**config.mk**
```make
export PLATFORM = sky130hd
export DESIGN_NAME = cep_link_serializer
export DESIGN_NICKNAME = d
export VERILOG_FILES = /design/src/rtl/cep_link_serializer.sv
export SDC_FILE = /design/constraint.sdc
export NUM_CORES = 1
export LEC_CHECK = 0
export ABC_AREA = 1
export CORE_MARGIN = 3
export CORE_UTILIZATION = 40
export DETAILED_ROUTE_END_ITERATION = 12
export GPL_ROUTABILITY_DRIVEN = 0
export MAX_ROUTING_LAYER = met4
export PLACE_DENSITY = 0.67
export SLEW_MARGIN = 20
export SYNTH_ARGS = -nofsm -noshare
export SYNTH_HDL_FRONTEND = slang
export SYNTH_SLANG_ARGS = --single-unit
```
**constraint.sdc**
```tcl
create_clock -name clk -period 2 [get_ports clk]
set_input_delay 0.2 -clock clk [delete_from_list [all_inputs] [get_ports clk]]
set_output_delay 0.2 -clock clk [all_outputs]
set_load 0.005 [all_outputs]
```
**src/rtl/cep_link_serializer.sv**
```systemverilog
`default_nettype none
// +--------------------------------------------------------------------------+
// | Module   : cep_link_serializer                                           |
// | Purpose  : Takes one full-width CEP package per valid/ready handshake    |
// |            and streams its first pkg_nflits words onto the inter-chip    |
// |            link as LINK_WIDTH flits, least-significant word first.       |
// |            The link has no backpressure wire; a local credit counter     |
// |            mirrors the receiver buffer and gates every flit.            |
// | Ports    : clk, rst_n         - clock, async active-low reset             |
// |            pkg_data/nflits   - package payload and flit count (0 = max)  |
// |            pkg_valid/ready   - package handshake (ready is combinational)|
// |            link_data/valid/last - registered flit outputs                |
// |            link_credit       - one-cycle credit return pulse             |
// |            credit_count      - current credits (debug)                   |
// |            credit_overflow   - sticky: credit returned while full        |
// | Revision : 1.0 - initial release                                         |
// +--------------------------------------------------------------------------+
module cep_link_serializer #(
  parameter int PKG_WIDTH  = 512,
  parameter int LINK_WIDTH = 64,
  parameter int MAX_FLITS  = PKG_WIDTH / LINK_WIDTH,
  parameter int NFLITS_W   = $clog2(MAX_FLITS),
  parameter int CREDITS    = 8,
  parameter int CNT_W      = $clog2(CREDITS + 1)
) (
  input  logic                  clk,
  input  logic                  rst_n,
  input  logic [PKG_WIDTH-1:0]  pkg_data,
  input  logic [NFLITS_W-1:0]   pkg_nflits,
  input  logic                  pkg_valid,
  output logic                  pkg_ready,
  output logic [LINK_WIDTH-1:0] link_data,
  output logic                  link_valid,
  output logic                  link_last,
  input  logic                  link_credit,
  output logic [CNT_W-1:0]      credit_count,
  output logic                  credit_overflow
);

  // rem spans 1..MAX_FLITS, so it needs one bit more than the nflits field.
  localparam int                REM_W    = NFLITS_W + 1;
  localparam logic [REM_W-1:0]  REM_ONE  = REM_W'(1);
  localparam logic [REM_W-1:0]  REM_MAX  = REM_W'(MAX_FLITS);
  localparam logic [CNT_W-1:0]  CRED_ONE = CNT_W'(1);
  localparam logic [CNT_W-1:0]  CRED_MAX = CNT_W'(CREDITS);

  typedef enum logic [0:0] {
    IDLE = 1'b0,
    SEND = 1'b1
  } state_t;

  state_t               state_q;
  logic [PKG_WIDTH-1:0] sreg_q;
  logic [REM_W-1:0]     rem_q;
  logic [CNT_W-1:0]     credit_q;
  logic [LINK_WIDTH-1:0] link_data_q;
  logic                 link_valid_q;
  logic                 link_last_q;
  logic                 overflow_q;

  logic                 send;
  logic                 accept;
  logic [REM_W-1:0]     rem_load_d;

  // A send depends only on registered credits, so a returned credit cannot
  // reach the flit path in the same cycle.
  assign send   = (state_q == SEND) && (credit_q != '0);
  // Ready during the final flit's send cycle lets packages run back to back.
  assign pkg_ready = (state_q == IDLE) || (send && (rem_q == REM_ONE));
  assign accept = pkg_valid && pkg_ready;
  assign rem_load_d = (pkg_nflits == '0) ? REM_MAX : {1'b0, pkg_nflits};

  always_ff @(posedge clk or negedge rst_n) begin
    if (!rst_n) begin
      state_q      <= IDLE;
      sreg_q       <= '0;
      rem_q        <= REM_ONE;
      credit_q     <= CRED_MAX;
      link_data_q  <= '0;
      link_valid_q <= 1'b0;
      link_last_q  <= 1'b0;
      overflow_q   <= 1'b0;
    end else begin
      if (send) begin
        link_valid_q <= 1'b1;
        link_data_q  <= sreg_q[LINK_WIDTH-1:0];
        link_last_q  <= (rem_q == REM_ONE);
        sreg_q       <= sreg_q >> LINK_WIDTH;
        rem_q        <= rem_q - REM_ONE;
        if (rem_q == REM_ONE) begin
          state_q <= IDLE;
        end
      end else begin
        // link_data deliberately holds its last value while idle/stalled.
        link_valid_q <= 1'b0;
        link_last_q  <= 1'b0;
      end

      // A new package overrides the shift/return-to-idle of the last flit.
      if (accept) begin
        sreg_q  <= pkg_data;
        rem_q   <= rem_load_d;
        state_q <= SEND;
      end

      case ({send, link_credit})
        2'b10: credit_q <= credit_q - CRED_ONE;
        2'b01: begin
          if (credit_q == CRED_MAX) begin
            overflow_q <= 1'b1;
          end else begin
            credit_q <= credit_q + CRED_ONE;
          end
        end
        default: ;  // none, or send and return cancel out
      endcase
    end
  end

  assign link_data       = link_data_q;
  assign link_valid      = link_valid_q;
  assign link_last       = link_last_q;
  assign credit_count    = credit_q;
  assign credit_overflow = overflow_q;

endmodule
`default_nettype wire

```
Word-level counts from Yosys, hierarchy flattened
Index checks and enable logic that the tools add are counted.
- $add $sub $neg: 3
- eq/ne operators: 5
- multiplexer cells: 12
- bitwise operators: 1
- reductions and logical operators: 12
- operators by type and width (cell ; number):
    512-bit two-way mux ; 2
    4-bit two-way mux ; 4
    4-bit one-hot mux with 2 select lines ; 1
    4-bit by 1-bit subtractor with 4-bit output, second input constant ; 2
    2-bit AND reduction ; 3
    2-bit nonzero test ; 3
    1-bit two-way mux ; 5
    4-bit by 1-bit adder with 4-bit output, second input constant ; 1
    4-bit by 1-bit equality test with 1-bit output, second input constant ; 1
    4-bit equality test, second input constant ; 1
    4-bit nonzero test ; 1
    1-bit logical AND ; 3
    3-bit zero test ; 1
    2-bit by 1-bit equality test with 1-bit output, second input constant ; 1
    2-bit equality test, second input constant ; 1
    2-bit != test, second input constant ; 1
    1-bit logical OR ; 1
    1-bit inverter ; 1
- bits in registers: 588
- input port bits: 519
- output and inout bits: 72
- word-level logic and storage cells: 41

Longest topological paths before layout
- depth in word-level cells: 7
- gate-level depth with buffers: 16
- gate-level depth less buffers: 14

Worst setup path before layout
Ideal clock, no wire load.
- kind: register to register
- start: reg credit_q[0], in the netlist credit_count[0]
- end: reg credit_q[3], in the netlist credit_count[3]
- setup time: 0.072 ns
- arrival time: 2.116 ns
- required time: 1.928 ns
- slack: -0.188 ns
- stages on the path, launching flop included: 17
- path buffers: 2
- period minus slack after synthesis: 2.188 ns
- cell sequence: dfrtp_1 nor2_1 nand2_1 nand2_1 inv_2 buf_2 buf_2 nor2_1 inv_1 ha_1 nand3_1 nand3_1 nand3b_1 nand2_1 nand2_1 nand2_1 inv_1
- cells in the longest elaborated chain, start to end: 5
- elaborated cells between the ends (all ways): 12
- those cells by class: add/sub (2); eq/ne (4); mux (2); reduce/logical (4)
- ends and longest elaborated chain (element ; line ; RTL):
    from (decl) ; 55 ; logic [CNT_W-1:0] credit_q;
    from (signal assigned) ; 107 ; 2'b10: credit_q <= credit_q - CRED_ONE;
    from (signal assigned) ; 112 ; credit_q <= credit_q + CRED_ONE;
    branches (longest 5 deep; another with 4-bit by 1-bit adder with 4-bit output) ; - ;
Parallel ways; which one is timed is not known. The select of a mux whose other input is x is not followed.
A chain may end at the register's enable or synchronous reset.

Worst setup path after layout
- start: reg rem_q[0]
- end: reg sreg_q[354]
- cells in the longest elaborated chain, start to end: 5
- elaborated cells between the ends (all ways): 6
- those cells by class: eq/ne (1); mux (1); reduce/logical (4)
- ends and longest elaborated chain (element ; line ; RTL):
    from (decl) ; 54 ; logic [REM_W-1:0] rem_q;
    from (signal assigned) ; 89 ; rem_q <= rem_q - REM_ONE;
    from (signal assigned) ; 102 ; rem_q <= rem_load_d;
    4-bit by 1-bit equality test with 1-bit output * ; 69 ; assign pkg_ready = (state_q == IDLE) || (send && (rem_q == REM_ONE));
    1-bit logical AND * ; 69 ;
    1-bit logical OR * ; 69 ;
    1-bit logical AND * ; 70 ; assign accept = pkg_valid && pkg_ready;
    512-bit two-way mux / 2-bit nonzero test (equally long branches) ; - ;
    to (signal assigned) ; 88 ; sreg_q <= sreg_q >> LINK_WIDTH;
    to (signal assigned) ; 101 ; sreg_q <= pkg_data;
    to (decl) ; 53 ; logic [PKG_WIDTH-1:0] sreg_q;
Every way passes the cells marked *; elsewhere a longest branch is shown, timed or not.

==> flow_summary.json <==
{
  "dieArea_sq_um": 79200,
  "drtAntennaViolNets": 0,
  "cts_tree": "done",
  "use_met1_pct": 33.2,
  "antenna_found_initial": 23,
  "synthesis.area_sq_um": 30300,
  "grtUsageMet3_pct": 3.80,
  "vias": 27900,
  "skew_ns": 0.0231,
  "drt_iter0_drc": 2058,
  "required_ns": 2.47,
  "synth_fp_nets": 4835,
  "worst-path-max-fanout": 27,
  "outcome": "completed",
  "grt-ovfl-total": 0,
  "yosys_warnings": 0,
  "synth_edf_count": 0,
  "synth-seq-cells": 588,
  "finalCritPeriodShare_pct": 99.0,
  "numClockSinks": 588,
  "path_depth": 9,
  "met2_usage_pct": 37.0,
  "async_flop_share_pct": 100,
  "ys_seq_area_share_pct": 48.5,
  "worstPathArrival_ns": 2.45,
  "postLayoutCoreUtil_pct": 56.0,
  "yosys-top-cells-area": "dfrtp_1 48%, nand2_1 23%, inv_1 10%, o21ai_1 5.9%, o21ai_0 2.6%",
  "row_count": 100,
  "p_leak_uw": 0.0239,
  "crit_buf_inv": 4,
  "ys.flop_type": "dfrtp_1",
  "htree_levels": 3,
  "powerDensity_nw_per_um2": 1500,
  "wl_per_cell_um": 16.6,
  "endpoint_kind": "flip-flop",
  "crit_path_end": "sreg_q[354]",
  "fmax_mhz": 505,
  "rr_endpoint": "sreg_q[354]",
  "start_kind": "flip-flop",
  "fin_crit_ns": 1.98,
  "worstMarginPinSlew_ns": 0.414,
  "area_delta_synth_final_pct": 38.1,
  "clockRootBuffer": "clkbuf_16",
  "slew_violations": 0,
  "dpl-instance-area_sq_um": 38100,
  "reg2reg_depth": 9,
  "cts_buffers": 68,
  "fill_cells": 6854,
  "wl_mm": 99.2,
  "cts_buffer_depth": 3,
  "grt_pass1_vias": 26000,
  "rsz0062_at_grt": "true",
  "groute.usage.overall_pct": 24.1,
  "ys_types": 26,
  "clk_latency_ns": 0.59,
  "via_per_inst": 4.67,
  "initial_core_util_pct": 40.5,
  "finalPower_uw": 63000,
  "drive_gt1_share_pct": 9.86,
  "final-setup-viol-count": 0,
  "fp.dieH_um": 281,
  "grt_max_degree": 78,
  "syn-instance-count": 4311,
  "yosysTopAreaCellShare_pct": 48.3,
  "cpPeakStageDelay_ns": 0.55,
  "drc_errors": 0,
  "synth_top_cell_by_area": "dfrtp_1",
  "place_ws_ns": -0.0357,
  "cp_top_family": "buffers and inverters",
  "fin_ws_ns": 0.0195,
  "nets": 5441,
  "r2r-start": "rem_q[0]",
  "avgSynthCellArea_sq_um": 7.04,
  "regToRegSetupSlack_ns": 0.02,
  "top_usage_layer": "met2",
  "crit_path_start": "rem_q[0]",
  "grt_pass1_wl_mm": 146,
  "path_clk_slew_ns": 0.06,
  "ios": 591,
  "slew_headroom_pct": 72.4,
  "hold_viol": 0,
  "critical_path_class": "reg2reg",
  "dr.pass1.iters": 6,
  "hp-class": "in2async",
  "worst_path_max_delay_cell": "dfstp_2",
  "cap_viol_max_count": 0,
  "fin_area_sq_um": 41900,
  "io_buffers": 590,
  "coreArea_sq_um": 74800,
  "hpwl_mm": 69.1,
  "worstPathCellList": "ha_4, nand3_4, o21bai_4, buf_8, nand2_8, buf_4, buf_12, o21ai_1, inv_1",
  "fp.dieW_um": 281,
  "ir_drop_mv": 0.677
}
## final cells by class
class	count	area [sq um]	share of cell area, %
Antenna cell	25	62.6	0.149
Clock buffer	107	2040	4.87
Clock inverter	18	171	0.409
Inverter	850	3210	7.65
Multi-Input combinational cell	2624	11800	28.1
Sequential cell	588	14700	35.1
Tap cell	969	1210	2.89
Timing Repair Buffer	785	8730	20.8
## power by group
part	switching [uW]	internal (uW)
Combinational	18000	13200
Clock	5030	7300
Sequential	2760	16800
Total	25700	37200
## worst min path at each step
stage	startpoint	slack, ns	depth (start not counted)	to
after floorplan	rst_n	-0.1	0	credit_count[0]
after global placement	rst_n	0.14	1	sreg_q[400]
after detailed placement	rst_n	0.14	1	sreg_q[400]
after CTS	rst_n	0.09	2	sreg_q[401]
after global routing	rst_n	0.13	2	sreg_q[401]
final	rst_n	0.13	2	sreg_q[401]
## sequential cells by signal, indices dropped and copies added, names as in the netlist
register	count
state_q	1
link_data	64
link_valid	1
rem_q	4
credit_count	4
link_last	1
credit_overflow	1
sreg_q	512
## synth_stat cells (all sizes together), types with 2 or more instances
master and count:
buf 189, dfrtp 586, nor3 2, clkbuf 62
xor2 2, o21ai 519, o21bai 2, nand3b 66
dfstp 2, ha 4, inv 850, nand2 1876
nor2 7, nand3 139
## what timing repair did
action,4_1_cts,5_1_grt
pin swaps,2,12
setup buffers,3,9
setup endpoints to repair,34,429
gates resized for setup,12,249
cloned,1,25
hold endpoints to repair,299,0
hold buffers,2,0
## cell usage in the layout, fill, tap and decap left out, types with 54 or more instances in the layout
cell | synthesis | routed
nand2_1 | 1875 | 1862
inv_1 | 847 | 844
clkdlybuf4s50_1 | 0 | 586
dfrtp_1 | 586 | 585
o21ai_1 | 360 | 236
o21ai_2 | 1 | 155
nand3_1 | 139 | 136
o21ai_0 | 158 | 126
clkbuf_16 | 0 | 88
buf_4 | 33 | 84
nand3b_1 | 66 | 66
buf_12 | 0 | 54
## through the flow
| stage | hold slack (ns) | instances | TNS [ns] |
|---|---|---|---|
| floorplan | -0.0956 | 4311 | 0 |
| global placement | 0.136 | 5776 | -0.0148 |
| detailed placement | 0.140 | 5776 | -0.0886 |
| CTS | 0.0910 | 5907 | -0.133 |
| global route | 0.130 | 5963 | -1.83 |
| finish | 0.129 | 5966 | 0 |
## kinds of logic (layout without fill, tap and decap cells)
group           after synthesis  count (layout)  synth area share [%]
compound gates              523             523                  8.67
other cells                   0              25                     0
simple gates               2091            2093                  27.3
buf+inv                    1101            1760                  15.2
flops                       588             588                  48.5
xor+xnor                      3               3                0.0866
fa+ha+maj                     5               5                 0.231
## routing by layer
layer	wire (um)	vias to the layer above
met5	0	-
met4	2270	0
met3	6050	136
met2	46600	779
met1	44300	12900
li1	-	14000
No activity file was read; power rests on OpenSTA's default activity.
